[src/rtl/fill_r.sv]
// fill_r: read-fill return stage of the DRAM cache miss path.
// For each fill it pops one {tid, addr} record from the RMiss FIFO and
// collects that fill's R burst into a single line. It then pushes the line
// to the fill FIFO and to the read-response FIFO.
// Optional build macro FILL_R_ERR_SKIP_EN: when defined, a fill that ends
// with err=1 is pushed only to the response FIFO, never to the fill FIFO.

`ifndef AXI_ADDR_WIDTH
`define AXI_ADDR_WIDTH 32
`endif
`ifndef AXI_DATA_WIDTH
`define AXI_DATA_WIDTH 64
`endif
`ifndef AXI_ID_WIDTH
`define AXI_ID_WIDTH 4
`endif
`ifndef AXI_ID
`define AXI_ID 0
`endif
`ifndef TID_WIDTH
`define TID_WIDTH 4
`endif

module fill_r #(
  parameter int ADDR_WIDTH = `AXI_ADDR_WIDTH,
  parameter int DATA_WIDTH = `AXI_DATA_WIDTH,
  parameter int ID_WIDTH   = `AXI_ID_WIDTH,
  parameter int ID         = `AXI_ID,
  parameter int TID_WIDTH  = `TID_WIDTH,
  parameter int BURST_LEN  = 4
) (
  input  logic                                   clk,
  input  logic                                   rst_n,
  input  logic [ID_WIDTH-1:0]                    rid_i,
  input  logic [DATA_WIDTH-1:0]                  rdata_i,
  input  logic [1:0]                             rresp_i,
  input  logic                                   rlast_i,
  input  logic                                   rvalid_i,
  output logic                                   rready_o,
  input  logic                                   rmfifo_empty_i,
  output logic                                   rmfifo_rden_o,
  input  logic [TID_WIDTH+ADDR_WIDTH-1:0]        rmfifo_data_i,
  input  logic                                   fillfifo_afull_i,
  output logic                                   fillfifo_wren_o,
  output logic [ADDR_WIDTH+BURST_LEN*DATA_WIDTH-1:0] fillfifo_data_o,
  input  logic                                   rspfifo_afull_i,
  output logic                                   rspfifo_wren_o,
  output logic [TID_WIDTH+BURST_LEN*DATA_WIDTH:0]    rspfifo_data_o
);

  localparam int CNT_W = $clog2(BURST_LEN);

  typedef enum logic [2:0] {S_IDLE, S_POP, S_LOAD, S_BEAT, S_PUSH} state_t;

  state_t                               r_state;
  state_t                               w_next;
  logic [TID_WIDTH-1:0]                 r_tid;
  logic [ADDR_WIDTH-1:0]                r_addr;
  logic [BURST_LEN-1:0][DATA_WIDTH-1:0] r_line;
  logic [CNT_W-1:0]                     r_cnt;
  logic                                 r_err;

  logic w_hs;
  logic w_last_cnt;
  logic w_end;
  logic w_beat_err;
  logic w_unused_ok;

  // rresp_i[0] only distinguishes OKAY from EXOKAY, which is not an error
  assign w_unused_ok = rresp_i[0];

  assign w_hs       = rvalid_i && (r_state == S_BEAT);
  assign w_last_cnt = (r_cnt == CNT_W'(BURST_LEN - 1));
  assign w_end      = w_hs && (rlast_i || w_last_cnt);
  // rlast must land exactly on the final beat; any mismatch poisons the fill
  assign w_beat_err = rresp_i[1] | (rid_i != ID_WIDTH'(ID)) | (rlast_i != w_last_cnt);

  assign fillfifo_data_o = {r_addr, r_line};
  assign rspfifo_data_o  = {r_err, r_tid, r_line};

  // state register
  always_ff @(posedge clk or negedge rst_n) begin
    if (!rst_n) r_state <= S_IDLE;
    else        r_state <= w_next;
  end

  // next-state decode; space in both output FIFOs is checked before popping
  always_comb begin
    w_next = r_state;
    case (r_state)
      S_IDLE: if (!rmfifo_empty_i && !fillfifo_afull_i && !rspfifo_afull_i) w_next = S_POP;
      S_POP:  w_next = S_LOAD;
      S_LOAD: w_next = S_BEAT;
      S_BEAT: if (w_end) w_next = S_PUSH;
      S_PUSH: w_next = S_IDLE;
      default: w_next = S_IDLE;
    endcase
  end

  // outputs decoded from state only
  always_comb begin
    rready_o        = (r_state == S_BEAT);
    rmfifo_rden_o   = (r_state == S_POP);
    rspfifo_wren_o  = (r_state == S_PUSH);
`ifdef FILL_R_ERR_SKIP_EN
    fillfifo_wren_o = (r_state == S_PUSH) && !r_err;
`else
    fillfifo_wren_o = (r_state == S_PUSH);
`endif
  end

  // fill context and line assembly; registers hold still through S_PUSH
  always_ff @(posedge clk or negedge rst_n) begin
    if (!rst_n) begin
      r_tid  <= '0;
      r_addr <= '0;
      r_line <= '0;
      r_cnt  <= '0;
      r_err  <= 1'b0;
    end else if (r_state == S_LOAD) begin
      r_tid  <= rmfifo_data_i[ADDR_WIDTH +: TID_WIDTH];
      r_addr <= rmfifo_data_i[ADDR_WIDTH-1:0];
      r_line <= '0;
      r_cnt  <= '0;
      r_err  <= 1'b0;
    end else if (w_hs) begin
      r_line[r_cnt] <= rdata_i;
      if (!w_end) r_cnt <= r_cnt + 1'b1;
      r_err <= r_err | w_beat_err;
    end
  end

endmodule

[config.mk]
export PLATFORM = sky130hd
export DESIGN_NAME = fill_r
export DESIGN_NICKNAME = d
export VERILOG_FILES = /design/src/rtl/fill_r.sv
export SDC_FILE = /design/constraint.sdc
export NUM_CORES = 1
export LEC_CHECK = 0
export ABC_AREA = 1
export CAP_MARGIN = 5
export CORE_AREA = 2 2 256 258
export DETAILED_ROUTE_END_ITERATION = 16
export DIE_AREA = 0 0 258 260
export PLACE_DENSITY = 0.59
export RECOVER_POWER = 50
export SYNTH_ARGS = -nofsm -noshare
export SYNTH_HDL_FRONTEND = slang
export SYNTH_SLANG_ARGS = --single-unit
[constraint.sdc]
create_clock -name clk -period 3.5 [get_ports clk]
set_clock_uncertainty 0.1 [all_clocks]
set_input_delay 0.35 -clock clk [delete_from_list [all_inputs] [get_ports clk]]
set_output_delay 0.35 -clock clk [all_outputs]
set_load 0.005 [all_outputs]
# Word-level counts from Yosys, hierarchy flattened
# Cells that the tools add are included.
# classes
add_sub_neg	1
magnitude_cmp	2
n_eq_ne	9
muxes	13
n_bitwise	3
reduce_logical	14
# ops
op	n
256-bit two-way mux	2
256-bit bitwise mux	1
64-bit demux with 2-bit select	1
64-bit two-way mux	1
3-bit case mux with 4 select lines	1
3-bit by 2-bit == test with 1-bit output (second input constant)	2
2-bit two-way mux	3
3-bit two-way mux	2
1-bit logical AND	5
2-bit by 1-bit inequality test with 1-bit output (second input constant)	2
2-bit AND reduction	2
4-bit nonzero test	1
3-bit by 1-bit == test with 1-bit output (second input constant)	1
3-bit == test (second input constant)	1
1-bit logical NOT	3
3-bit logical NOT	1
2-bit by 3-bit < comparator with 1-bit output (second input constant)	1
1-bit bitwise OR	3
2-bit by 1-bit adder with 2-bit output (second input constant)	1
2-bit == test (second input constant)	1
2-bit by 1-bit greater-or-equal comparator with 1-bit output (second input constant)	1
1-bit two-way mux	2
2-bit inequality test (second input constant)	1
2-bit nonzero test	1
2 further kinds	2
# word_totals
regBits	298
inputBits	113
out_inout_bits	553

# Longest topological paths before layout
# logic_depth
word_depth	7
mapped_depth	8

# Worst setup path after synthesis
# OpenSTA, ideal clock, no wires.
# synth_timing
path_type	reg-to-reg
startpoint	reg r_state[0]
endpoint	reg r_line, in the netlist fillfifo_data_o[48]
setup_time_ps	117
t_arrival_ps	1196
path_slack_ps	2086
path_stages_with_launch	8
path_buffers	3
period_less_slack_ps	1414
cell_sequence	dfrtp_1 nor2_1 nand2_1 buf_4 buf_4 buf_2 nand3_1 nand2_1
# synth_between
elab_chain_cells	3
word_cells_on_any_way	5
# synth_lines
element	line_no	rtl
start, declared	55	state_t r_state;
start signal, assigned	84	else r_state <= w_next;
3-bit by 2-bit == test with 1-bit output	72	assign w_hs = rvalid_i && (r_state == S_BEAT);
1-bit logical AND	72	
2-bit nonzero test (no line)	-	
end signal, assigned by index	127	r_line[r_cnt] <= rdata_i;
end, declared	59	logic [BURST_LEN-1:0][DATA_WIDTH-1:0] r_line;
# Parallel ways exist; a longest one is shown, timed or not.
# A chain may end at the register's enable or synchronous reset.

# Worst setup path after layout
# layout_timing
startpoint	reg r_state[0]
endpoint	reg r_line, in the netlist fillfifo_data_o[196]
# Same word-level chain as after synthesis.

==> flow_metrics.py <==
metrics = {
    "yosys": {
        "synth_cell_types": 20,
        "syn_nets": 1693,
        "yosys_warnings": 0,
        "syn_area_per_cell_um2": 8.93,
        "synth.cell_area_mm2": 0.0141,
        "synth-seq-cells": 298,
        "seq_area_frac_synth": 0.530,
        "syn_inst": 1575,
    },
    "clocking": {
        "clk_latency_ps": 570,
        "cts_buffers": 31,
        "cts-htree-levels": 1,
        "clock_path_buffers": 3,
        "postCtsHoldBufs": 1,
        "cts_tree": "done",
        "cts_resized": 0,
        "clkTransAtPathRegs_ps": 60,
        "cts.sinks": 298,
        "post_cts_buffers": 0,
        "cts_root_buffer": "clkbuf_16",
    },
    "placement": {
        "io_buffers": 664,
        "dp_hpwl_um": 36600,
        "placed_cells": 2772,
        "gp_congestion": 0.840,
        "place_area_mm2": 0.0194,
    },
    "critical_path": {
        "start_kind": "register",
        "path_max_fanout": 36,
        "cp.required_ps": 3890,
        "endpoint_kind": "register",
        "crit_type": "reg -> reg",
        "critPathArrivalTime_ps": 3020,
    },
    "global_routing": {
        "grt_util_met3": 0.0242,
        "grt.met2_usage": 0.259,
        "grtUsageMet1": 0.181,
        "antenna_found_initial": 2,
        "grt_pass1_wl_um": 75600,
        "gr-total-overflow": 0,
        "grt_use_total": 0.146,
        "grt_pass1_vias": 11964,
        "grt_max_degree": 132,
        "grt.busiest_layer": "met2",
    },
    "drt": {
        "wl_per_cell_um": 18.1,
        "drt-pass1-iter-count": 5,
        "antenna_left": 0,
        "via_count": 11815,
        "wl_um": 51300,
        "route.detailed.drc": 0,
        "vias_per_cell": 4.17,
        "drtIter0Drc": 767,
    },
    "timing": {
        "maxSlewViolCount": 103,
        "finalSetupViolations": 0,
        "max_freq_mhz": 381,
        "timing.final.crit_period_ps": 2630,
        "maxSlewHeadroom": -0.0925,
        "finalHoldViolCount": 0,
        "finalCritPeriodShare": 0.750,
        "worst_pin_slew_ps": 1640,
        "rsz0062_at_grt": "no",
        "tns_ps": 0,
    },
    "floorplanning": {
        "die_area_mm2": 0.0671,
        "start_util": 0.219,
        "die_height_um": 260,
        "ios": 666,
        "rows": 93,
        "core_area_mm2": 0.0641,
        "die_x_um": 258,
    },
    "power": {
        "ir_drop_mv": 0.315,
        "comb_power_share": 0.356,
        "p_seq_frac": 0.379,
        "swShare": 0.340,
        "power.leakage_nw": 10.5,
        "intPower_mw": 8.30,
        "power.switching_mw": 4.27,
        "clkPwrFrac": 0.265,
        "p_per_area_mw_per_mm2": 617,
    },
    "status": {
        "violations": "capacitance limit, slew limit",
        "status": "finished, violations left",
    },
    "layout": {
        "final_cells": 2830,
        "drive_above_1_share": 0.0405,
        "area_delta_synth_final_pct": 44.9,
        "final_core_utilization": 0.318,
        "num-nets-final": 2069,
        "design_area_mm2": 0.0204,
    },
    "min_path": {
        "hold_class": "in -> reg",
    },
    "run": {
        "drv_cap": 2,
    },
}
-- metal layers --
layer | vias up | part of all wire
met3 | 73 | 0.062
met1 | 5733 | 0.40
met4 | 0 | 0.030
met2 | 532 | 0.51
li1 | 5477 | -
met5 | - | 0
-- worst paths after layout --
path                              startpoint                    to  slack (ps)  cells past startpoint
setup / recovery                  r_state[0]  fillfifo_data_o[196]         870                      5
hold / removal             rmfifo_data_i[18]            r_addr[18]         220                      3
setup reg to reg                  r_state[0]  fillfifo_data_o[196]         870                      5
hold reg to reg                    r_addr[1]             r_addr[1]         370                      2
max in group asynchronous              rst_n  fillfifo_data_o[218]         890                      3
min in group asynchronous              rst_n  fillfifo_data_o[173]         310                      2
-- cell usage after synthesis (all sizes together) --
cell,count,area share
nand2,629,0.17
buf,344,0.19
dfrtp,298,0.53
nand3,263,0.095
inv,15,0.0040
nor2,8,0.0027
ha,5,0.0044
nand4,5,0.0022
nor3,3,0.0011
clkbuf,2,0.00053
a21oi,1,0.00036
nand3b,1,0.00053
o21ai,1,0.00036
-- critical path, cell delays in order, from the launching register on --
cell and delay (ps):
dfrtp_1 440, nor2_1 120, nand2_4 360, clkbuf_1 1210
nand3_1 180, nand2_1 120
-- cell type report --
cell class                      count  area, µm²
Timing Repair Buffer              689       6870
Clock inverter                     14        151
Clock buffer                       42        867
Tap cell                          855       1070
Multi-Input combinational cell    916       3900
Fill cell                        6524      43700
Sequential cell                   298       7460
Antenna cell                        1       2.50
Inverter                           15       56.3
-- through the flow --
stage                     hold slack, ps  total power, mW  setup WS, ps
final                                219             12.6           874
after global routing                 197             13.3           511
after CTS                            165             13.1           919
after detailed placement             346             9.63          1010
after global placement               340             9.54          1070
after floorplan                    -45.6             7.07          2090
-- power groups by stage --
| stage | Clock [mW] | Sequential, mW | Combinational, mW |
|---|---|---|---|
| after floorplan | 0 | 4.70 | 2.37 |
| after global placement | 0 | 4.82 | 4.72 |
| after detailed placement | 0 | 4.85 | 4.78 |
| after CTS | 3.46 | 4.81 | 4.80 |
| after global routing | 3.57 | 4.86 | 4.89 |
| final | 3.34 | 4.77 | 4.47 |
-- cells by family after synthesis --
family | count (synthesis) | share of synthesized area
adder cells (fa/ha/maj) | 5 | 0.00445
buffers and inverters | 361 | 0.195
flip-flops | 298 | 0.530
AO/OA/AOI/OAI | 2 | 0.000711
AND/OR/NAND/NOR | 909 | 0.270
-- layout by cell type, fill, tap and decap left out --
| master | instances |
|---|---|
| clkinvlp_4 | 1 |
| nor2_1 | 7 |
| clkbuf_8 | 5 |
| nand3_1 | 259 |
| dlygate4sd3_1 | 272 |
| clkinv_2 | 9 |
| ha_1 | 5 |
| buf_4 | 10 |
| clkinv_4 | 1 |
| buf_8 | 1 |
| dfrtp_1 | 298 |
| clkbuf_1 | 13 |
| o21ai_0 | 1 |
| clkbuf_16 | 31 |
| nand2_1 | 627 |
| nand2_4 | 1 |
| nor2_4 | 1 |
| inv_1 | 10 |
| nand4_1 | 5 |
| clkbuf_2 | 2 |
| nand3b_1 | 1 |
| clkdlybuf4s50_1 | 392 |
| nand2_2 | 1 |
| nor3_1 | 3 |
| inv_2 | 5 |
| bufinv_16 | 3 |
| a21oi_1 | 1 |
| buf_12 | 5 |
| nand3_4 | 4 |
| diode_2 | 1 |
-- state kept, by name (all words and copies together) (netlist names) --
| name | cells |
|---|---|
| fillfifo_data_o | 256 |
| r_addr | 32 |
| r_cnt | 2 |
| r_err | 1 |
| r_state | 3 |
| r_tid | 4 |
Note: power is estimated with default switching activity, not from simulation.
